<file path="src/rtl/reg_wr_arbiter.sv">
// Write-port arbiter for the CPU register bank: round-robin over NREQ requesters,
// registered grant/write port and a wrapping write counter. Define REG_WR_FIXED_PRIO_EN for fixed priority.
module reg_wr_arbiter #(
    parameter int NREQ = 4,
    parameter int AW   = 3,
    parameter int DW   = 16,
    parameter int CW   = 16
) (
    input  logic               clk,
    input  logic               rst,
    input  logic [NREQ-1:0]    req,
    input  logic [NREQ*AW-1:0] req_addr,
    input  logic [NREQ*DW-1:0] req_data,
    output logic [NREQ-1:0]    gnt,
    output logic               wr_en,
    output logic [AW-1:0]      wr_addr,
    output logic [DW-1:0]      wr_data,
    output logic [CW-1:0]      wr_count
);
    localparam int PW = (NREQ > 1) ? $clog2(NREQ) : 1;

    typedef enum logic {IDLE, GRANT} state_t;

    state_t          state;
    logic [NREQ-1:0] elig_p0;
    logic [NREQ-1:0] win_oh_p0;
    logic [PW-1:0]   win_idx_p0;
    logic            found_p0;
    logic [AW-1:0]   win_addr_p0;
    logic [DW-1:0]   win_data_p0;
`ifndef REG_WR_FIXED_PRIO_EN
    logic [PW-1:0]   ptr;
    logic [PW-1:0]   ptr_nxt_p0;
    int              idx;
`endif

    // Stage p0: pick the winner among eligible requesters (holder is masked out)
    always_comb begin
        elig_p0    = req & ~gnt;
        found_p0   = 1'b0;
        win_idx_p0 = '0;
`ifdef REG_WR_FIXED_PRIO_EN
        for (int k = 0; k < NREQ; k++) begin
            if (!found_p0 && elig_p0[k]) begin
                found_p0   = 1'b1;
                win_idx_p0 = PW'(k);
            end
        end
`else
        idx = 0;
        for (int k = 0; k < NREQ; k++) begin
            idx = int'(ptr) + k;
            if (idx >= NREQ) idx = idx - NREQ;
            if (!found_p0 && elig_p0[idx]) begin
                found_p0   = 1'b1;
                win_idx_p0 = PW'(idx);
            end
        end
        ptr_nxt_p0 = (int'(win_idx_p0) == NREQ - 1) ? '0 : win_idx_p0 + PW'(1);
`endif
        win_oh_p0   = found_p0 ? (NREQ'(1) << win_idx_p0) : '0;
        win_addr_p0 = req_addr[int'(win_idx_p0)*AW +: AW];
        win_data_p0 = req_data[int'(win_idx_p0)*DW +: DW];
    end

    // Stage p1: registered grant and write port
    always_ff @(posedge clk or posedge rst) begin
        if (rst) begin
            state    <= IDLE;
            gnt      <= '0;
            wr_en    <= 1'b0;
            wr_addr  <= '0;
            wr_data  <= '0;
            wr_count <= '0;
`ifndef REG_WR_FIXED_PRIO_EN
            ptr      <= '0;
`endif
        end else begin
            case (state)
                IDLE:    state <= found_p0 ? GRANT : IDLE;
                GRANT:   state <= found_p0 ? GRANT : IDLE;
                default: state <= IDLE;
            endcase
            gnt   <= win_oh_p0;
            wr_en <= found_p0;
            if (found_p0) begin
                wr_addr  <= win_addr_p0;
                wr_data  <= win_data_p0;
                wr_count <= wr_count + CW'(1);
`ifndef REG_WR_FIXED_PRIO_EN
                ptr      <= ptr_nxt_p0;
`endif
            end
        end
    end
endmodule

</file>
<file path="config.mk">
export PLATFORM = sky130hd
export DESIGN_NAME = reg_wr_arbiter
export DESIGN_NICKNAME = d
export VERILOG_FILES = /design/src/rtl/reg_wr_arbiter.sv
export SDC_FILE = /design/constraint.sdc
export NUM_CORES = 1
export LEC_CHECK = 0
export CORE_MARGIN = 1.5
export CORE_UTILIZATION = 30
export CTS_CLUSTER_SIZE = 8
export DETAILED_ROUTE_END_ITERATION = 10
export PLACE_DENSITY = 0.64
export SKIP_LAST_GASP = 1
export SLEW_MARGIN = 20
export SYNTH_ARGS = -nofsm -noshare
export SYNTH_HDL_FRONTEND = slang
export SYNTH_SLANG_ARGS = --single-unit
</file>
<file path="constraint.sdc">
create_clock -name clk -period 5.9 [get_ports clk]
set_clock_uncertainty 0.05 [all_clocks]
set_input_delay 1.475 -clock clk [delete_from_list [all_inputs] [get_ports clk]]
set_output_delay 1.475 -clock clk [all_outputs]
set_load 0.01 [all_outputs]
</file>
==> tab_implementation.tex, run 1 <==
\begin{tabular}{lr}
\hline
Metric & Value \\
\hline
\multicolumn{2}{l}{\textbf{Routing}} \\
\quad Routed length per placed instance & 16.0 microns \\
\quad Remaining antenna violation count after routing & 0 \\
\quad Detailed-route via count & 2589 \\
\quad DRT Wirelength & 7940 microns \\
\quad Initial DRC Count & 69 \\
\quad Remaining DRCs & 0 \\
\quad DR pass1 iterations & 4 \\
\quad Vias per std cell & 5.22 \\
\multicolumn{2}{l}{\textbf{Timing}} \\
\quad Fin Hold WS & 0.433 ns \\
\quad Final period utilization & 70.6\% \\
\quad Final max-slew violation count & 0 \\
\quad Setup repair after global routing missed its margin & no \\
\quad Hold violation total from the final report & 0 \\
\quad F\_max & 240 MHz \\
\quad Slew margin rel. & 37.7\% \\
\quad Fin Setup TNS & 0 ns \\
\quad Final setup fails & 0 \\
\quad Min Tclk post-route & 4.16 ns \\
\quad Slew at the pin closest to its max-slew limit & 0.933 ns \\
\multicolumn{2}{l}{\textbf{Pwr}} \\
\quad Total design power & 1.68 mW \\
\quad Gate power share & 58.5\% \\
\quad Leakage & 1.59 nW \\
\quad Seq pwr share & 30.6\% \\
\quad Worst IR drop on VDD & 0.000144 V \\
\quad Clk network pwr share & 10.9\% \\
\quad Switching component of the power & 0.708 mW \\
\quad PD cells & 432 nW/um\^{}2 \\
\quad Switching share of total power & 42.2\% \\
\quad Cell internal pwr & 0.971 mW \\
\multicolumn{2}{l}{\textbf{Floorplan}} \\
\quad Num rows & 33 \\
\quad Initial Util & 31.1\% \\
\quad Core ar. & 8220 sq um \\
\quad Number of ports placed on the die boundary & 122 \\
\quad Die span in y & 95.2 microns \\
\quad Overall die area & 9070 sq um \\
\quad Die Width & 95.2 microns \\
\multicolumn{2}{l}{\textbf{CTS}} \\
\quad Clock transition at the registers of the reported paths & 0.08 ns \\
\quad Cells resized by post-CTS repair & 0 \\
\quad Inserted Clock Buffers & 5 \\
\quad Root Buffer Master & clkbuf\_8 \\
\quad Clock tree from TritonCTS & yes \\
\quad Number of setup buffers added after CTS & 0 \\
\quad Clock network latency to the later pin of the worst-skew pair & 0.30 ns \\
\quad Maximum count of clock buffers along a single path & 2 \\
\quad Total number of clock tree sinks & 42 \\
\quad Hold-fix buffer count after cts & 0 \\
\quad Number of levels in the clock H-tree & 2 \\
\multicolumn{2}{l}{\textbf{Setup path}} \\
\quad Biggest fanout along the worst timing path & 28 \\
\quad Slowest stage cell on the critical path & o21ai\_2 \\
\quad Required arrival time at the worst endpoint & 6.05 ns \\
\quad Startpoint of the worst setup timing path & req[3] \\
\quad Critical Path Sink & wr\_addr[0] \\
\quad Worst path cell trace & clkdlybuf4s50\_1 -> nand2b\_1 -> o21ai\_2 -> and3\_1 -> buf\_4 -> a221oi\_1 -> a211oi\_1 \\
\quad R2R Path Start & gnt[3] \\
\quad Maximum single-stage delay on the critical path & 0.68 ns \\
\quad Length in cells of the worst reg-to-reg path & 6 \\
\quad Type of the worst setup path & primary input to flop \\
\quad CP Capture Type & flop \\
\quad Crit Reg-Reg Endpoint & wr\_addr[0] \\
\quad Crit path DAT & 4.32 ns \\
\quad Startpoint class of the critical path & primary input \\
\quad R2r setup slk & 2.91 ns \\
\multicolumn{2}{l}{\textbf{Worst hold path}} \\
\quad Path type of the worst min-delay path & flop to flop \\
\multicolumn{2}{l}{\textbf{Synthesis}} \\
\quad Cell with the most instances after synthesis & dfrtp\_1 \\
\quad Top\_reg\_cell synth & dfrtp\_1 \\
\quad Post-synthesis instance total & 281 \\
\quad Post-synth net total & 365 \\
\quad Mean instance size in the synthesized netlist & 9.08 sq um \\
\quad Synth top area share & 41.2\% \\
\quad Number of storage elements in the synthesis netlist & 42 \\
\quad Total standard cell area after synthesis & 2550 sq um \\
\quad Synth cell count leaders & 42 x dfrtp\_1, 37 x a211oi\_1, 30 x nor2\_1 \\
\quad Register area share after synthesis & 41.2\% \\
\quad Count of distinct cell types in the synthesized netlist & 41 \\
\quad Area contributors post-synth & dfrtp\_1 41\%, a211oi\_1 11\%, a221oi\_1 6.2\% \\
\quad Async set or reset register ratio after synthesis & 100\% \\
\quad Yosys synthesis warning count & 0 \\
\quad Library cell occupying the most area in the post-synthesis netlist & dfrtp\_1 \\
\quad EDFF count, synth & 0 \\
\multicolumn{2}{l}{\textbf{Global routing}} \\
\quad Number of antenna violations at the first check in global routing & 0 \\
\quad Sum of overflow across all layers after global routing & 0 \\
\quad Maximum number of pins on one net before global-route repair & 43 \\
\quad Total routing resource utilization after global routing & 17.7\% \\
\quad Wire length of the first global-routing pass & 12500 microns \\
\quad Vias in the first global route & 2601 \\
\multicolumn{2}{l}{\textbf{Place}} \\
\quad DP Cell Count & 489 \\
\quad Routability Congestion & 0.806 \\
\quad DP HPWL & 5740 microns \\
\quad Port-buffer cells & 121 \\
\multicolumn{2}{l}{\textbf{Run}} \\
\quad Max Cap Violations & 0 \\
\multicolumn{2}{l}{\textbf{Finish}} \\
\quad Diode insertion count for antenna repair & 0 \\
\quad Share of layout cells above drive strength 1 & 6.65\% \\
\quad \# nets final & 475 \\
\quad Filler-free cell count of the finished design & 496 \\
\quad Number of fill cells & 782 \\
\quad Area growth from synthesis to final layout & 52.3\% \\
\multicolumn{2}{l}{\textbf{Outcome}} \\
\quad Result of the run & completed \\
\hline
\end{tabular}
==> area by class of cell <==
type                            instances  area (sq um)  share of cell area [%]
Clock inverter                          2          10.0                   0.257
Sequential cell                        42          1050                    27.0
Inverter                               27           101                    2.61
Tap cell                              105           131                    3.38
Timing Repair Buffer                  124          1230                    31.7
Clock buffer                            5          68.8                    1.77
Multi-Input combinational cell        191          1290                    33.2
==> power groups by stage <==
stage                     sequential (mW)  clock (mW)  combinational [mW]
after floorplan                     0.542           0               0.579
after global placement              0.516           0               0.970
after detailed placement            0.517           0               0.990
after CTS                           0.515       0.188               0.990
after global routing                0.529       0.201                1.08
final                               0.513       0.183               0.982
==> worst min path at each step <==
| stage | startpoint | end | slack [ns] | depth (start not counted) |
|---|---|---|---|---|
| 2_1_floorplan | wr_count[15] | wr_count[15] | 0.45 | 1 |
| 3_3_place_gp | wr_count[15] | wr_count[15] | 0.40 | 1 |
| 3_5_place_dp | wr_count[15] | wr_count[15] | 0.43 | 1 |
| 4_1_cts | wr_count[15] | wr_count[15] | 0.44 | 1 |
| 5_1_grt | wr_count[15] | wr_count[15] | 0.45 | 1 |
| 6_report | wr_count[15] | wr_count[15] | 0.43 | 1 |
==> flip-flops by register name (all words and copies together) (netlist names) <==
signal    flops
wr_en         1
wr_data      16
ptr           2
gnt           4
wr_count     16
wr_addr       3
==> worst max-delay path: cells and delay by family <==
family / cells / cell delay [ns]
buffers and inverters: 2 / 0.89
and+or+nand+nor: 2 / 0.82
AOI/OAI and AO/OA: 3 / 1.13
==> layout by cell type, fill, tap and decap left out, types with 6 or more instances in the layout <==
master / instances
xor2_1: 6
nor2_1: 30
dfrtp_1: 42
clkdlybuf4s50_1: 121
nand3_1: 6
inv_1: 25
a221oi_1: 18
a31oi_1: 19
a211oi_1: 37
xnor2_1: 9
nand2_1: 24
==> routing by layer <==
metal  up-vias  wire [microns]  GRT usage [%]
met5         -               0              0
met4         0             159           5.85
met3        15             546           3.67
met2       114            3760           29.7
met1      1218            3470           22.6
li1       1242               -              -
==> cells by family (layout without fill, tap and decap cells) <==
| logic type | after synthesis | in the layout | synth area share, % |
|---|---|---|---|
| AOI/OAI and AO/OA | 85 | 85 | 26.7 |
| adders and majority gates | 2 | 2 | 0.980 |
| DFF | 42 | 42 | 41.2 |
| xor gates and xnor gates | 15 | 15 | 5.15 |
| muxes | 2 | 2 | 0.882 |
| buffers and inverters | 48 | 158 | 8.77 |
| and+or+nand+nor | 87 | 87 | 16.4 |
==> stage by stage <==
step / setup WS, ns / util, % / cell area, sq um
3_3_place_gp: 1.49 / 46.4 / 3810
6_report: 1.74 / 47.3 / 3890
5_1_grt: 1.44 / 47.3 / 3890
2_1_floorplan: 2.88 / - / 2550
4_1_cts: 1.72 / 47.3 / 3890
3_5_place_dp: 1.39 / 46.4 / 3810
Power figures use the tool's default switching activity.
==> run 2, diff against run 1 <==
Clock period 5.9 ns to 4.3 ns, I/O delays scaled along.
==> run 2 against run 1 <==
Effect of this change: register-to-register slack worse by 1.0 ns; sequential power is 37% higher; wire length is 0.87% lower; count of clock-buffer cells in the layout is 1 higher; clock power is 34% higher; sequential share of layout area is 0.16 points lower; die area stayed put; largest cell class unchanged.
==> tab_implementation.tex, run 2 (synthesized netlist as in run 1, its figures left out) <==
\begin{tabular}{lr}
\hline
Metric & Value \\
\hline
\multicolumn{2}{l}{\textbf{Finish}} \\
\quad Area growth from synthesis to final layout & 53.2\% \\
\quad Multi-input logic area & 1290 sq um (unchanged) \\
\quad Largest registers ranked by flip-flop count & wr\_count (16), wr\_data (16), gnt (4) \\
\quad Diode insertion count for antenna repair & 0 (unchanged) \\
\quad Share of layout cells above drive strength 1 & 7.11\% (+0.46 points) \\
\quad Most common library cell in the layout ignoring fill and taps & clkdlybuf4s50\_1 \\
\quad Total non-filler cell area in the finished layout & 3910 sq um (+0.61\%) \\
\quad Commonest cells after routing, fill and taps aside & 121 x clkdlybuf4s50\_1, 42 x dfrtp\_1, 37 x a211oi\_1 \\
\quad Number of fill cells & 793 (+1.4\%) \\
\quad Final core utilization & 47.6\% (+0.29 points) \\
\quad \# nets final & 478 (+0.63\%) \\
\quad Area of all sequential standard cells & 1050 sq um (unchanged) \\
\multicolumn{2}{l}{\textbf{CTS}} \\
\quad Root Buffer Master & clkbuf\_8 \\
\quad Number of levels in the clock H-tree & 2 (unchanged) \\
\quad Inserted Clock Buffers & 5 (unchanged) \\
\quad Clock network latency to the later pin of the worst-skew pair & 0.29 ns (about the same) \\
\quad Total number of clock tree sinks & 42 (unchanged) \\
\quad Cells resized by post-CTS repair & 0 (unchanged) \\
\quad Clock tree from TritonCTS & yes \\
\quad Maximum count of clock buffers along a single path & 2 (unchanged) \\
\quad Hold-fix buffer count after cts & 0 (unchanged) \\
\quad Clock transition at the registers of the reported paths & 0.08 ns (about the same) \\
\quad Number of setup buffers added after CTS & 0 (unchanged) \\
\multicolumn{2}{l}{\textbf{Place}} \\
\quad DP HPWL & 5670 microns (-1.1\%) \\
\quad Routability Congestion & 0.792 (-1.8\%) \\
\quad Placement-stage cell area & 3830 sq um (+0.59\%) \\
\quad Port-buffer cells & 121 (unchanged) \\
\quad Worst Setup Slack post-DPL & 0.819 ns (-0.571 ns) \\
\multicolumn{2}{l}{\textbf{Setup path}} \\
\quad Crit path DAT & 3.31 ns (-1.01 ns) \\
\quad Required arrival time at the worst endpoint & 4.43 ns (-1.62 ns) \\
\quad Worst path cell trace & clkdlybuf4s50\_1 -> and2b\_4 -> a31oi\_2 -> buf\_4 -> and3\_1 -> buf\_4 -> ha\_1 -> mux2\_2 \\
\quad Biggest fanout along the worst timing path & 43 (+54\%) \\
\quad Maximum single-stage delay on the critical path & 0.45 ns (-0.23 ns) \\
\quad Type of the worst setup path & primary input to flop \\
\quad Startpoint class of the critical path & primary input \\
\quad CP Capture Type & flop \\
\quad Slowest stage cell on the critical path & clkdlybuf4s50\_1 \\
\quad Most common cell type on the critical path & buf\_4 \\
\multicolumn{2}{l}{\textbf{Global routing}} \\
\quad Maximum number of pins on one net before global-route repair & 44 (+2.3\%) \\
\quad Total routing resource utilization after global routing & 17.8\% (+0.025 points) \\
\quad Vias in the first global route & 2596 (-0.19\%) \\
\quad Number of antenna violations at the first check in global routing & 0 (unchanged) \\
\quad Wire length of the first global-routing pass & 12500 microns (+0.33\%) \\
\quad Sum of overflow across all layers after global routing & 0 (unchanged) \\
\multicolumn{2}{l}{\textbf{Timing}} \\
\quad Min Tclk post-route & 3.18 ns \\
\quad Slew margin rel. & 37.6\% (-0.14 points) \\
\quad Fin Setup TNS & 0 ns (unchanged) \\
\quad Slew at the pin closest to its max-slew limit & 0.936 ns (+0.00303 ns) \\
\quad Final max-slew violation count & 0 (unchanged) \\
\quad Final period utilization & 74.1\% \\
\quad Setup repair after global routing missed its margin & no \\
\quad Worst Slack Setup Final & 1.12 ns (-0.621 ns) \\
\quad F\_max & 314 MHz \\
\quad Final setup fails & 0 (unchanged) \\
\quad Hold violation total from the final report & 0 (unchanged) \\
\multicolumn{2}{l}{\textbf{Routing}} \\
\quad Remaining DRCs & 0 (unchanged) \\
\quad Initial DRC Count & 66 (-4.3\%) \\
\quad Remaining antenna violation count after routing & 0 (unchanged) \\
\quad Routed length per placed instance & 15.8 microns (-1.5\%) \\
\quad Vias per std cell & 5.11 (-2.0\%) \\
\quad Detailed-route via count & 2552 (-1.4\%) \\
\quad DR pass1 iterations & 4 (unchanged) \\
\quad DRT Wirelength & 7870 microns (-0.87\%) \\
\multicolumn{2}{l}{\textbf{Pwr}} \\
\quad Switching share of total power & 41.8\% (-0.32 points) \\
\quad Worst IR drop on VDD & 0.000209 V (+45\%) \\
\quad Clk network pwr share & 10.6\% (-0.3 points) \\
\quad Switching component of the power & 0.965 mW (+36\%) \\
\quad Gate power share & 59.0\% (+0.5 points) \\
\quad Cell internal pwr & 1.34 mW (+38\%) \\
\quad Seq pwr share & 30.4\% (-0.2 points) \\
\quad Leakage & 1.59 nW (+0.50\%) \\
\quad PD cells & 590 nW/um\^{}2 (+37\%) \\
\multicolumn{2}{l}{\textbf{Worst hold path}} \\
\quad Path type of the worst min-delay path & flop to flop \\
\multicolumn{2}{l}{\textbf{Floorplan}} \\
\quad Num rows & 33 (unchanged) \\
\quad Core ar. & 8220 sq um (unchanged) \\
\quad Number of ports placed on the die boundary & 122 (unchanged) \\
\quad Overall die area & 9070 sq um (unchanged) \\
\quad Die Width & 95.2 microns (unchanged) \\
\quad Initial Util & 31.1\% (unchanged) \\
\quad Die span in y & 95.2 microns (unchanged) \\
\multicolumn{2}{l}{\textbf{Run}} \\
\quad Max Cap Violations & 0 (unchanged) \\
\multicolumn{2}{l}{\textbf{Outcome}} \\
\quad Result of the run & completed \\
\hline
\end{tabular}
-- run 2: layer usage --
metal	up-vias	part of all wire (%)	track usage [%]
met5	-	0	0
met4	0	1.3	4.98
met2	100	49	29.6
met1	1202	44	23.5
li1	1242	-	-
met3	8	6.5	3.11
-- run 2: layout make-up --
class,count,share of cell area [%]
clock buffer,6,1.86
clock inverter,1,0.192
inverter,27,2.59
multi-input combinational,191,33.0
sequential,42,26.9
tap,105,3.36
timing repair buffer,127,32.1
-- run 2: final timing paths --
| kind | startpoint | endpoint | slack [ns] | depth (start not counted) |
|---|---|---|---|---|
| max in group asynchronous | rst | wr_addr[1] | 2.37 | 2 |
| min | wr_count[15] | wr_count[15] | 0.43 | 1 |
| min in group asynchronous | rst | wr_count[11] | 1.25 | 2 |
| max reg2reg | ptr[0] | ptr[1] | 1.91 | 6 |
| min reg2reg | wr_count[15] | wr_count[15] | 0.43 | 1 |
| max | req[2] | ptr[1] | 1.12 | 8 |
-- run 2: worst max-delay path: cells and delay by family --
kind,cells,cell delay (ns)
fa+ha+maj,1,0.30
buf+inv,3,1.10
compound gates,1,0.17
simple gates,2,0.40
mux,1,0.26
-- run 2: power groups by stage --
| stage | sequential, mW | combinational [mW] | clock, mW |
|---|---|---|---|
| 2_1_floorplan | 0.743 | 0.795 | 0 |
| 3_3_place_gp | 0.703 | 1.35 | 0 |
| 3_5_place_dp | 0.708 | 1.37 | 0 |
| 4_1_cts | 0.702 | 1.37 | 0.257 |
| 5_1_grt | 0.725 | 1.51 | 0.269 |
| 6_report | 0.701 | 1.36 | 0.245 |
-- run 2: through the flow --
| stage | hold WS (ns) | total power [mW] | instances |
|---|---|---|---|
| final | 0.428 | 2.31 | 499 |
| after global routing | 0.459 | 2.50 | 499 |
| after CTS | 0.438 | 2.33 | 499 |
| after detailed placement | 0.426 | 2.08 | 492 |
| after global placement | 0.404 | 2.05 | 492 |
| after floorplan | 0.454 | 1.54 | 281 |
==> run 3, diff against run 2 <==
Clock period 4.3 ns to 3.1 ns, I/O delays scaled along.
==> run 3 against run 2 <==
Effect of this change: sequential power increased by 38%; setup slack lost 0.74 ns; utilization increased by 0.72 points; first-iteration DRC count grew 33%; critical endpoint is now wr_data[5]; highest routed layer unchanged.
==> tab_implementation.tex, run 3 (synthesized netlist as in run 1, its figures left out) <==
\begin{tabular}{lr}
\hline
Metric & Value \\
\hline
\multicolumn{2}{l}{\textbf{Routing}} \\
\quad Initial DRC Count & 88 (+33\%) \\
\quad DR pass1 iterations & 4 (unchanged) \\
\quad Remaining DRCs & 0 (unchanged) \\
\quad Vias per std cell & 5.21 (+2.0\%) \\
\quad Routed length per placed instance & 15.8 microns (+0.30\%) \\
\quad Remaining antenna violation count after routing & 0 (unchanged) \\
\quad DRT Wirelength & 8020 microns (+1.9\%) \\
\quad Detailed-route via count & 2644 (+3.6\%) \\
\multicolumn{2}{l}{\textbf{Timing}} \\
\quad Fin Setup TNS & 0 ns (unchanged) \\
\quad Slew at the pin closest to its max-slew limit & 1.00 ns (+0.0679 ns) \\
\quad Setup repair after global routing missed its margin & no \\
\quad Final setup fails & 0 (unchanged) \\
\quad Final max-slew violation count & 0 (unchanged) \\
\quad Hold violation total from the final report & 0 (unchanged) \\
\quad F\_max & 367 MHz \\
\quad Fin Hold WS & 0.431 ns (+0.00233 ns) \\
\quad Final period utilization & 87.9\% \\
\quad Slew margin rel. & 33.0\% (-4.5 points) \\
\quad Min Tclk post-route & 2.72 ns \\
\multicolumn{2}{l}{\textbf{Place}} \\
\quad Routability Congestion & 0.789 (-0.37\%) \\
\quad Placement-stage cell area & 3890 sq um (+1.6\%) \\
\quad Port-buffer cells & 121 (unchanged) \\
\quad DP HPWL & 5720 microns (+0.85\%) \\
\multicolumn{2}{l}{\textbf{Finish}} \\
\quad Largest registers ranked by flip-flop count & wr\_count (16), wr\_data (16), gnt (4) \\
\quad Number of fill cells & 785 (-1.0\%) \\
\quad Most common library cell in the layout ignoring fill and taps & clkdlybuf4s50\_1 \\
\quad Area of all sequential standard cells & 1050 sq um (unchanged) \\
\quad Diode insertion count for antenna repair & 0 (unchanged) \\
\quad Total non-filler cell area in the finished layout & 3970 sq um (+1.5\%) \\
\quad Area growth from synthesis to final layout & 55.5\% \\
\quad Share of layout cells above drive strength 1 & 9.20\% (+2.1 points) \\
\quad \# nets final & 486 (+1.7\%) \\
\quad Commonest cells after routing, fill and taps aside & 121 x clkdlybuf4s50\_1, 42 x dfrtp\_1, 37 x a211oi\_1 \\
\quad Multi-input logic area & 1290 sq um (unchanged) \\
\multicolumn{2}{l}{\textbf{Global routing}} \\
\quad Wire length of the first global-routing pass & 12300 microns (-2.0\%) \\
\quad Number of antenna violations at the first check in global routing & 0 (unchanged) \\
\quad Total routing resource utilization after global routing & 17.4\% (-0.38 points) \\
\quad Vias in the first global route & 2484 (-4.3\%) \\
\quad Maximum number of pins on one net before global-route repair & 43 (-2.3\%) \\
\quad Sum of overflow across all layers after global routing & 0 (unchanged) \\
\multicolumn{2}{l}{\textbf{Floorplan}} \\
\quad Overall die area & 9070 sq um (unchanged) \\
\quad Initial Util & 31.1\% (unchanged) \\
\quad Number of ports placed on the die boundary & 122 (unchanged) \\
\quad Die Width & 95.2 microns (unchanged) \\
\quad Core ar. & 8220 sq um (unchanged) \\
\quad Die span in y & 95.2 microns (unchanged) \\
\quad Num rows & 33 (unchanged) \\
\multicolumn{2}{l}{\textbf{Outcome}} \\
\quad Result of the run & completed \\
\multicolumn{2}{l}{\textbf{CTS}} \\
\quad Cells resized by post-CTS repair & 0 (unchanged) \\
\quad Clock network latency to the later pin of the worst-skew pair & 0.29 ns (about the same) \\
\quad Clock transition at the registers of the reported paths & 0.08 ns (about the same) \\
\quad Hold-fix buffer count after cts & 0 (unchanged) \\
\quad Number of levels in the clock H-tree & 2 (unchanged) \\
\quad Maximum count of clock buffers along a single path & 2 (unchanged) \\
\quad Clock tree from TritonCTS & yes \\
\quad Root Buffer Master & clkbuf\_8 \\
\quad Number of setup buffers added after CTS & 0 (unchanged) \\
\quad Total number of clock tree sinks & 42 (unchanged) \\
\quad Inserted Clock Buffers & 5 (unchanged) \\
\multicolumn{2}{l}{\textbf{Setup path}} \\
\quad Crit path DAT & 2.87 ns (-0.44 ns) \\
\quad Type of the worst setup path & primary input to flop \\
\quad Startpoint class of the critical path & primary input \\
\quad Required arrival time at the worst endpoint & 3.25 ns (-1.18 ns) \\
\quad CP Capture Type & flop \\
\quad Biggest fanout along the worst timing path & 20 (-53\%) \\
\multicolumn{2}{l}{\textbf{Worst hold path}} \\
\quad Path type of the worst min-delay path & flop to flop \\
\multicolumn{2}{l}{\textbf{Pwr}} \\
\quad Leakage & 1.64 nW (+2.8\%) \\
\quad Worst IR drop on VDD & 0.000264 V (+26\%) \\
\quad PD cells & 832 nW/um\^{}2 (+41\%) \\
\multicolumn{2}{l}{\textbf{Run}} \\
\quad Max Cap Violations & 0 (unchanged) \\
\hline
\end{tabular}
==> run 3: through the flow <==
| step | worst slack [ns] | util [%] | cells | total power, mW |
|---|---|---|---|---|
| finish | 0.376 | 48.3 | 507 | 3.30 |
| global route | 0.173 | 48.3 | 507 | 3.55 |
| CTS | 0.390 | 48.3 | 507 | 3.32 |
| detailed placement | 0.0718 | 47.4 | 500 | 2.97 |
| global placement | 0.159 | 47.4 | 500 | 2.92 |
| floorplan | 0.784 | - | 281 | 2.13 |
==> run 3: worst paths after layout <==
path                       slack, ns  depth (start not counted)    startpoint            to
max                             0.38                          6        req[2]    wr_data[5]
min                             0.43                          1  wr_count[15]  wr_count[15]
max reg2reg                     0.87                          5        gnt[2]    wr_data[5]
min reg2reg                     0.43                          1  wr_count[15]  wr_count[15]
max in group asynchronous       1.74                          3           rst   wr_data[11]
min in group asynchronous       0.88                          3           rst  wr_count[12]
==> run 3: metal layers <==
layer	part of all wire [%]	track usage, %
met1	42	22.3
met2	49	29.4
met4	1.2	3.98
met3	7.7	4.15
met5	0	0
==> run 3: where the power goes <==
part | internal (mW) | total (mW) | leakage (nW) | switching [mW]
combinational | 0.989 | 2.00 | 1.10 | 1.01
sequential | 0.778 | 0.966 | 0.499 | 0.188
clock | 0.151 | 0.340 | 0.0438 | 0.188
==> run 3: critical path, stage by stage <==
cell and delay [ns]:
clkdlybuf4s50_1 0.52, and2b_4 0.21, a311oi_1 0.12, o21ai_2 0.81, a221oi_1 0.12, a211oi_1 0.31
==> run 3: layout make-up <==
cell class | count | area share, %
sequential | 42 | 26.5
timing repair buffer | 135 | 33.2
tap | 105 | 3.31
multi-input combinational | 191 | 32.5
clock inverter | 2 | 0.252
inverter | 27 | 2.55
clock buffer | 5 | 1.73
